<file path="src/rtl/set_cmd_sched.sv">
// Round-robin command scheduler in front of the single SET candidate-counting engine.
// One command in flight at a time; results return tagged with the requester index.
module set_cmd_sched #(
  parameter int NREQ    = 4,
  parameter int IDW     = 3,
  parameter int TIMEOUT = 512
) (
  input  logic                 clk,
  input  logic                 rst,
  input  logic [NREQ-1:0]      req_valid,
  input  logic [24*NREQ-1:0]   req_central,
  input  logic [12*NREQ-1:0]   req_radius,
  input  logic [2*NREQ-1:0]    req_mode,
  output logic [NREQ-1:0]      req_ready,
  output logic                 eng_en,
  output logic [23:0]          eng_central,
  output logic [11:0]          eng_radius,
  output logic [1:0]           eng_mode,
  input  logic                 eng_valid,
  input  logic [7:0]           eng_candidate,
  output logic                 rsp_valid,
  output logic [IDW-1:0]       rsp_id,
  output logic [7:0]           rsp_candidate,
  output logic                 rsp_err,
  output logic                 sched_busy
);
  localparam int WDW = $clog2(TIMEOUT);
  localparam logic [WDW-1:0] WMAX = WDW'(TIMEOUT - 1);

  typedef struct packed {
    logic [23:0] central;
    logic [11:0] radius;
    logic [1:0]  mode;
  } cmd_t;

  typedef enum logic [1:0] {IDLE, ISSUE, WAIT, RESP} state_t;

  state_t             state, nxt;
  cmd_t               cmd, sel;
  logic [IDW-1:0]     rr_ptr, rr_nxt, grant, cur_id;
  logic [WDW-1:0]     wdog;
  logic [2*NREQ-1:0]  rot;
  logic               found, xfer, done;

  // Rotate the request vector so that rr_ptr lands at bit 0, then pick the lowest set bit.
  always_comb begin
    int j;
    rot   = {req_valid, req_valid} >> rr_ptr;
    found = 1'b0;
    grant = '0;
    j     = 0;
    for (int k = 0; k < NREQ; k++) begin
      if (!found && rot[k]) begin
        found = 1'b1;
        j     = int'(rr_ptr) + k;
        if (j >= NREQ) j = j - NREQ;
        grant = IDW'(j);
      end
    end
  end

  always_comb begin
    sel       = '0;
    req_ready = '0;
    for (int i = 0; i < NREQ; i++) begin
      if (grant == IDW'(i)) begin
        sel.central = req_central[24*i +: 24];
        sel.radius  = req_radius[12*i +: 12];
        sel.mode    = req_mode[2*i +: 2];
      end
      req_ready[i] = (state == IDLE) && found && (grant == IDW'(i));
    end
  end

  assign xfer   = (state == IDLE) && found;
  assign rr_nxt = (grant == IDW'(NREQ - 1)) ? '0 : grant + IDW'(1);
  // eng_valid takes priority over a simultaneous watchdog expiry.
  assign done   = (state == WAIT) && (eng_valid || wdog == WMAX);

  always_comb begin
    nxt = state;
    case (state)
      IDLE:    if (found) nxt = ISSUE;
      ISSUE:   nxt = WAIT;
      WAIT:    if (done) nxt = RESP;
      RESP:    nxt = IDLE;
      default: nxt = IDLE;
    endcase
  end

  always_ff @(posedge clk or negedge rst) begin
    if (!rst) begin
      state         <= IDLE;
      cmd           <= '0;
      cur_id        <= '0;
      rr_ptr        <= '0;
      wdog          <= '0;
      eng_en        <= 1'b0;
      rsp_valid     <= 1'b0;
      rsp_id        <= '0;
      rsp_candidate <= '0;
      rsp_err       <= 1'b0;
      sched_busy    <= 1'b0;
    end else begin
      state      <= nxt;
      eng_en     <= xfer;
      rsp_valid  <= done;
      sched_busy <= (nxt != IDLE);
      if (xfer) begin
        cmd    <= sel;
        cur_id <= grant;
        rr_ptr <= rr_nxt;
      end
      if (state == WAIT) begin
        if (wdog != WMAX) wdog <= wdog + WDW'(1);
      end else begin
        wdog <= '0;
      end
      if (done) begin
        rsp_id        <= cur_id;
        rsp_candidate <= eng_valid ? eng_candidate : 8'd0;
        rsp_err       <= ~eng_valid;
      end
    end
  end

  // Engine inputs stay stable from ISSUE until the next accepted command.
  assign eng_central = cmd.central;
  assign eng_radius  = cmd.radius;
  assign eng_mode    = cmd.mode;
endmodule

</file>
<file path="config.mk">
export PLATFORM = sky130hd
export DESIGN_NAME = set_cmd_sched
export DESIGN_NICKNAME = d
export VERILOG_FILES = /design/src/rtl/set_cmd_sched.sv
export SDC_FILE = /design/constraint.sdc
export NUM_CORES = 1
export LEC_CHECK = 0
export CELL_PAD_IN_SITES_DETAIL_PLACEMENT = 2
export CELL_PAD_IN_SITES_GLOBAL_PLACEMENT = 2
export CORE_MARGIN = 3
export CORE_UTILIZATION = 23
export CTS_CLUSTER_SIZE = 14
export DETAILED_ROUTE_END_ITERATION = 7
export PLACE_DENSITY_LB_ADDON = 0.1
export SYNTH_ARGS = -nofsm -noshare
export SYNTH_HDL_FRONTEND = slang
export SYNTH_SLANG_ARGS = --single-unit
</file>
<file path="constraint.sdc">
create_clock -name clk -period 12.9 [get_ports clk]
set_input_delay 3.87 -clock clk [delete_from_list [all_inputs] [get_ports clk]]
set_output_delay 3.87 -clock clk [all_outputs]
set_load 0.05 [all_outputs]
</file>
==> results.tsv <==
stage	metric	value	unit
global_route	grt_pass1_vias	4907	
cells_and_area	final_area	6700	um^2
cells_and_area	diodes	0	
critical_path	worstPathArrival	7.54	ns
sta	finalMaxSlewViolations	0	
sta	fin_tns_setup	0	ns
critical_path	rr_endpoint	eng_radius[3]	
sta	hold_violations	0	
sta	worstMarginPinSlew	0.934	ns
critical_path	slowest_stage	clkdlybuf4s50_1	
pwr	p_leak	2.67	nW
pwr	comb_power_share	68.8	%
routing	drtIter0Drc	242	
sta	fin_skew	0.00675	ns
die	num_rows	47	
logic_synthesis	async_reset_ff_share	100	%
global_route	track_usage	17.7	%
pwr	pwr-share-clk	12.4	%
logic_synthesis	avgSynthCellArea	8.72	um^2
global_route	grt-ovfl-total	0	
die	io_pins	224	
logic_synthesis	yosys_warnings	0	
cells_and_area	fill_cells	1837	
flow_run	drv_cap	0	
critical_path	r2r_start	rr_ptr[0]	
logic_synthesis	synth_cell_types	52	
logic_synthesis	yosys_most_used_dff	dfrtp_1	
sta	grt_setup_unrepaired	false	
critical_path	rr_worst_depth	13	
pwr	seq_power_share	18.9	%
cells_and_area	final_common_cell	clkdlybuf4s50_1	
clock_tree	h-tree-depth	3	
clock_tree	cts_root_buffer	clkbuf_16	
cells_and_area	layout-drive-gt1-share	5.84	%
critical_path	start_kind	primary input	
cells_and_area	layout_common_cells	clkdlybuf4s50_1, dfrtp_1, nand2_1	
pwr	p_sw_share	52.8	%
routing	vias	4371	
logic_synthesis	yosysSeqAreaShare	43.4	%
die	start_util	23.9	%
sta	timing.fmax	87.6	MHz
pwr	p_sw	0.00102	W
critical_path	max_stage_delay	0.82	ns
pwr	p_int	0.000915	W
sta	setup-violations-final	0	
critical_path	critPathKind	primary input to output port	
routing	postRouteAntennaNets	0	
die	die_y	138	um
die	die_area	19200	um^2
routing	drt_first_pass_iters	4	
logic_synthesis	ys_seq_elements	70	
critical_path	end_kind	output port	
routing	drc_errors	0	
sta	slew_headroom	37.8	%
logic_synthesis	synthCells	463	
placement	gp_congestion	0.860	
pwr	peakVddDrop	0.160	mV
routing	wl_per_cell	19.1	um
critical_path	crit_fanout	39	
logic_synthesis	synthesis.area	4040	um^2
sta	min_period_over_period	88.5	%
routing	vias_per_cell	4.92	
status	status	complete, no violations	
placement	placed_area	6420	um^2
logic_synthesis	synth_edf_count	0	
global_route	antenna_found_initial	0	
critical_path	rrSetupSlack	8.81	ns
clock_tree	cts_setup_buffers	0	
clock_tree	clk_latency	0.34	ns
sta	period_needed	11.41	ns
global_route	grt_pass1_wl	27300	um
pwr	p_per_area	289	nW/um^2
clock_tree	clockBufferDepth	2	
clock_tree	cts_num_sinks	70	
routing	wl	17000	um
hold_path	hold_path_end	eng_radius[10]	
clock_tree	cts_made_buffers	9	
cells_and_area	final_nets	840	
cells_and_area	area_delta_synth_final	66.1	%
clock_tree	cts_hold_buf	0	
hold_path	hold_depth	2	
placement	dpl.hpwl	12700	um
hold_path	hold_path_startpoint	eng_radius[10]	
global_route	grt_start_max_net_pins	78	
sta	worst_slack	1.49	ns
clock_tree	cts.clk_slew.worst_paths	0.06	ns
placement	dp_slack	1.46	ns
critical_path	crit_chain	clkdlybuf4s50_1 > or3b_1 > a21oi_1 > a311o_1 > a2bb2oi_2 > a31o_1 > ha_2 > inv_1 > nor2_1 > clkdlybuf4s50_1	
die	die-width	138	um
logic_synthesis	synth_nets	640	
hold_path	hold_class	flip-flop to flip-flop	
clock_tree	cts_resized	0	
placement	portBuffers	223	
critical_path	cp.required	9.03	ns
critical_path	crit_top_cell	clkdlybuf4s50_1	
die	coreArea	16900	um^2
clock_tree	cts_tree	yes	
==> registers in the layout, indices dropped and copies added, names as in the netlist, 3 cells and up <==
signal	flops
rsp_id	3
eng_radius	12
wdog	9
rsp_candidate	8
rr_ptr	3
cur_id	3
eng_central	24
==> area by class of cell <==
cell class	count	area [um^2]	area share (%)
Clock inverter	7	56.3	0.840
Tap cell	220	275	4.11
Sequential cell	70	1750	26.1
Inverter	9	33.8	0.504
Timing Repair Buffer	228	2270	33.8
Clock buffer	9	225	3.36
Multi-Input combinational cell	345	2090	31.2
==> power by group through the flow <==
stage | Clock [W] | Sequential, W | Combinational [W]
finish | 0.000240 | 0.000366 | 0.00133
global placement | 0 | 0.000365 | 0.00132
detailed placement | 0 | 0.000370 | 0.00137
floorplan | 0 | 0.000601 | 0.000689
global route | 0.000262 | 0.000379 | 0.00148
CTS | 0.000248 | 0.000368 | 0.00137
==> synth_stat cells, types with 3 or more instances <==
cell / instances / area, um^2
buf_2: 9 / 45.0
xnor2_1: 5 / 43.8
a22o_1: 9 / 78.8
mux2i_1: 3 / 30.0
nor3_1: 41 / 205
dfrtp_1: 70 / 1750
buf_1: 3 / 11.3
nand2_1: 47 / 176
a221oi_1: 38 / 333
inv_1: 8 / 30.0
o21ai_0: 37 / 185
a21oi_1: 45 / 225
and2_1: 13 / 81.3
o21ai_1: 5 / 25.0
nor2b_1: 4 / 25.0
nand2b_1: 3 / 18.8
ha_1: 10 / 125
clkbuf_1: 25 / 93.8
nor2_1: 46 / 173
mux2_2: 3 / 33.8
==> how the worst max path moves through the flow <==
stage,start,endpoint,slack (ns)
3_3_place_gp,req_valid[2],req_ready[2],1.69
2_1_floorplan,req_valid[0],req_ready[1],2.83
6_report,req_valid[2],req_ready[2],1.49
4_1_cts,req_valid[2],req_ready[2],1.44
5_1_grt,req_valid[2],req_ready[2],1.26
3_5_place_dp,req_valid[2],req_ready[2],1.46
==> per-layer routing <==
metal,wire (um),GRT usage [%],up-vias
met5,0,0,-
met2,8510,30.5,153
met1,6910,21.4,2125
met3,1320,5.84,14
li1,-,-,2079
met4,229,4.73,0
==> worst max-delay path: cells and delay by family <==
family,cells,cell delay (ns)
buf+inv,3,1.65
simple gates,2,0.52
compound gates,4,0.77
fa+ha+maj,1,0.72
==> logic make-up after synthesis <==
kind of cell | count (synthesis) | share of synthesized area [%]
xor gates and xnor gates | 7 | 1.52
buffers and inverters | 48 | 5.12
muxes | 7 | 1.95
and+or+nand+nor | 169 | 19.7
adders and majority gates | 10 | 3.10
DFF | 70 | 43.4
AOI/OAI and AO/OA | 152 | 25.2
==> stage by stage <==
| stage | utilization, % | hold slack (ns) | instances | power, W |
|---|---|---|---|---|
| finish | 39.7 | 0.485 | 888 | 0.00194 |
| global route | 39.7 | 0.517 | 888 | 0.00212 |
| CTS | 39.7 | 0.490 | 888 | 0.00199 |
| detailed placement | 38.0 | 0.477 | 872 | 0.00174 |
| global placement | 38.0 | 0.463 | 872 | 0.00169 |
| floorplan | - | 0.449 | 463 | 0.00129 |
Note: power is estimated with default switching activity, not from simulation.
==> edit, RTL diff (same settings) <==
Add an input register stage for `req_mode`; this delays it by one clock. The other inputs are not delayed to match.
--- a/src/rtl/set_cmd_sched.sv
+++ b/src/rtl/set_cmd_sched.sv
@@ -35,6 +35,12 @@
 
   typedef enum logic [1:0] {IDLE, ISSUE, WAIT, RESP} state_t;
 
+  logic [2*NREQ-1:0] req_mode_q;
+
+  always_ff @(posedge clk) begin
+    req_mode_q <= req_mode;
+  end
+
   state_t             state, nxt;
   cmd_t               cmd, sel;
   logic [IDW-1:0]     rr_ptr, rr_nxt, grant, cur_id;
@@ -66,7 +72,7 @@
       if (grant == IDW'(i)) begin
         sel.central = req_central[24*i +: 24];
         sel.radius  = req_radius[12*i +: 12];
-        sel.mode    = req_mode[2*i +: 2];
+        sel.mode    = req_mode_q[2*i +: 2];
       end
       req_ready[i] = (state == IDLE) && found && (grant == IDW'(i));
     end
Function: changed (a bounded check fails within 4 cycles, from zero or initial values and one cycle with rst low).
==> edit against the unedited design <==
Total power grew 7.8%. Final cell count grew 2.6%. Synthesized area grew 5.8%. Worst hold slack is essentially flat. Critical path type unchanged. Largest power group unchanged. Critical endpoint is now req_ready[0]. Routed wire length grew 7.2%. First-iteration DRC count shrank 51%. Sequential power grew 7.9%. Worst setup slack gained 0.45 ns. Design area grew 3.4%. Sequential cell count grew 8. Non-clock buffer count grew 1.
==> edit: results (changes against the unedited design) <==
status=finished, final reports clean; DP Worst Slack=1.948 ns (+0.4869 ns); wire per inst=19.97 um (+4.5%); sequential area share after synthesis=44.80% (+1.4 points); Tot GR Track Use=18.15% (+0.41 points); Yosys cell types=50 (-3.8%); HPWL after detailed placement=14090 um (+11%); Nets=854 (+1.7%); vias=4455 (+1.9%); Finished Layout Cells=911 (+2.6%); placer congestion estimate=0.8004 (-6.9%); top cells by count, synth=70 x dfrtp_1, 47 x nor2_1, 46 x nand2_1; met2 wire len=8858 um (+4.1%); vias in the first global route=5037 (+2.6%); 1st-iter DRT viols=118 (-51%); Pleak=2.777 nW (+4.0%); Placed Instances=895 (+2.6%); met3 WL post-DR=1552 um (+18%); top routing layer in use=met5; Worst Max-Slew Pin Slew=0.9546 ns (+0.02106 ns); Sw Ratio=53.36% (+0.53 points); grt met1 use=22.21% (+0.81 points); met3 GRT Util=6.586% (+0.75 points); Synth async-reset ratio=89.74% (-10 points); synth top area cells=dfrtp_1 41%, a221oi_1 7.8%, a21oi_1 4.7%; initial antenna violation count=2 (+2); first-pass GRT wire length=28640 um (+4.7%); Synthesized Nets=656 (+2.5%); Met1 Wirelength=7557 um (+9.3%)
[edit: final timing paths]
path,start,to,slack [ns],cells after the start
max in group asynchronous,rst,eng_mode[1]$_DFFE_PN0P_,8.61,1
max reg2reg,rr_ptr[0]$_DFFE_PN0P_,eng_central[7]$_DFFE_PN0P_,8.23,12
max,req_valid[0],req_ready[0],1.93,9
min in group asynchronous,rst,rsp_candidate[7]$_DFFE_PN0P_,3.69,1
min reg2reg,cur_id[2]$_DFFE_PN0P_,cur_id[2]$_DFFE_PN0P_,0.49,1
min,cur_id[2]$_DFFE_PN0P_,cur_id[2]$_DFFE_PN0P_,0.49,1
[edit: power by group through the flow]
stage                     Clock [W]  Combinational, W  Sequential [W]
after floorplan                   0          0.000773        0.000618
after global placement            0           0.00143        0.000394
after detailed placement          0           0.00148        0.000402
after CTS                  0.000255           0.00149        0.000397
after global routing       0.000267           0.00162        0.000407
final                      0.000246           0.00145        0.000395
[edit: layout make-up]
| type | count | area [sq um] |
|---|---|---|
| inverters | 10 | 37.54 |
| multi-input cells | 349 | 2128 |
| flip-flops and latches | 78 | 1912 |
| clock buffers | 9 | 225.2 |
| fillers | 1972 | 11150 |
| repair buffers | 229 | 2285 |
| clock inverters | 7 | 57.56 |
| well taps | 229 | 286.5 |
[edit: worst max-delay path, cell delays in order]
cell             delay, ns
clkdlybuf4s50_1       0.54
mux4_2                0.52
a21oi_2               0.19
and2_1                0.39
o21ai_0               0.19
o21ai_0               0.21
ha_1                  0.24
and2_1                0.14
clkdlybuf4s50_1       0.81
[edit: kinds of logic (layout without fill, tap and decap cells)]
family          Yosys count  count (layout)  synth area share, %
compound gates          152             152                23.34
xor+xnor                  5               5                1.026
fa+ha+maj                10              10                2.932
buf+inv                  52             255                5.629
flops                    78              78                44.80
mux                      14              14                3.899
simple gates            168             168                18.38
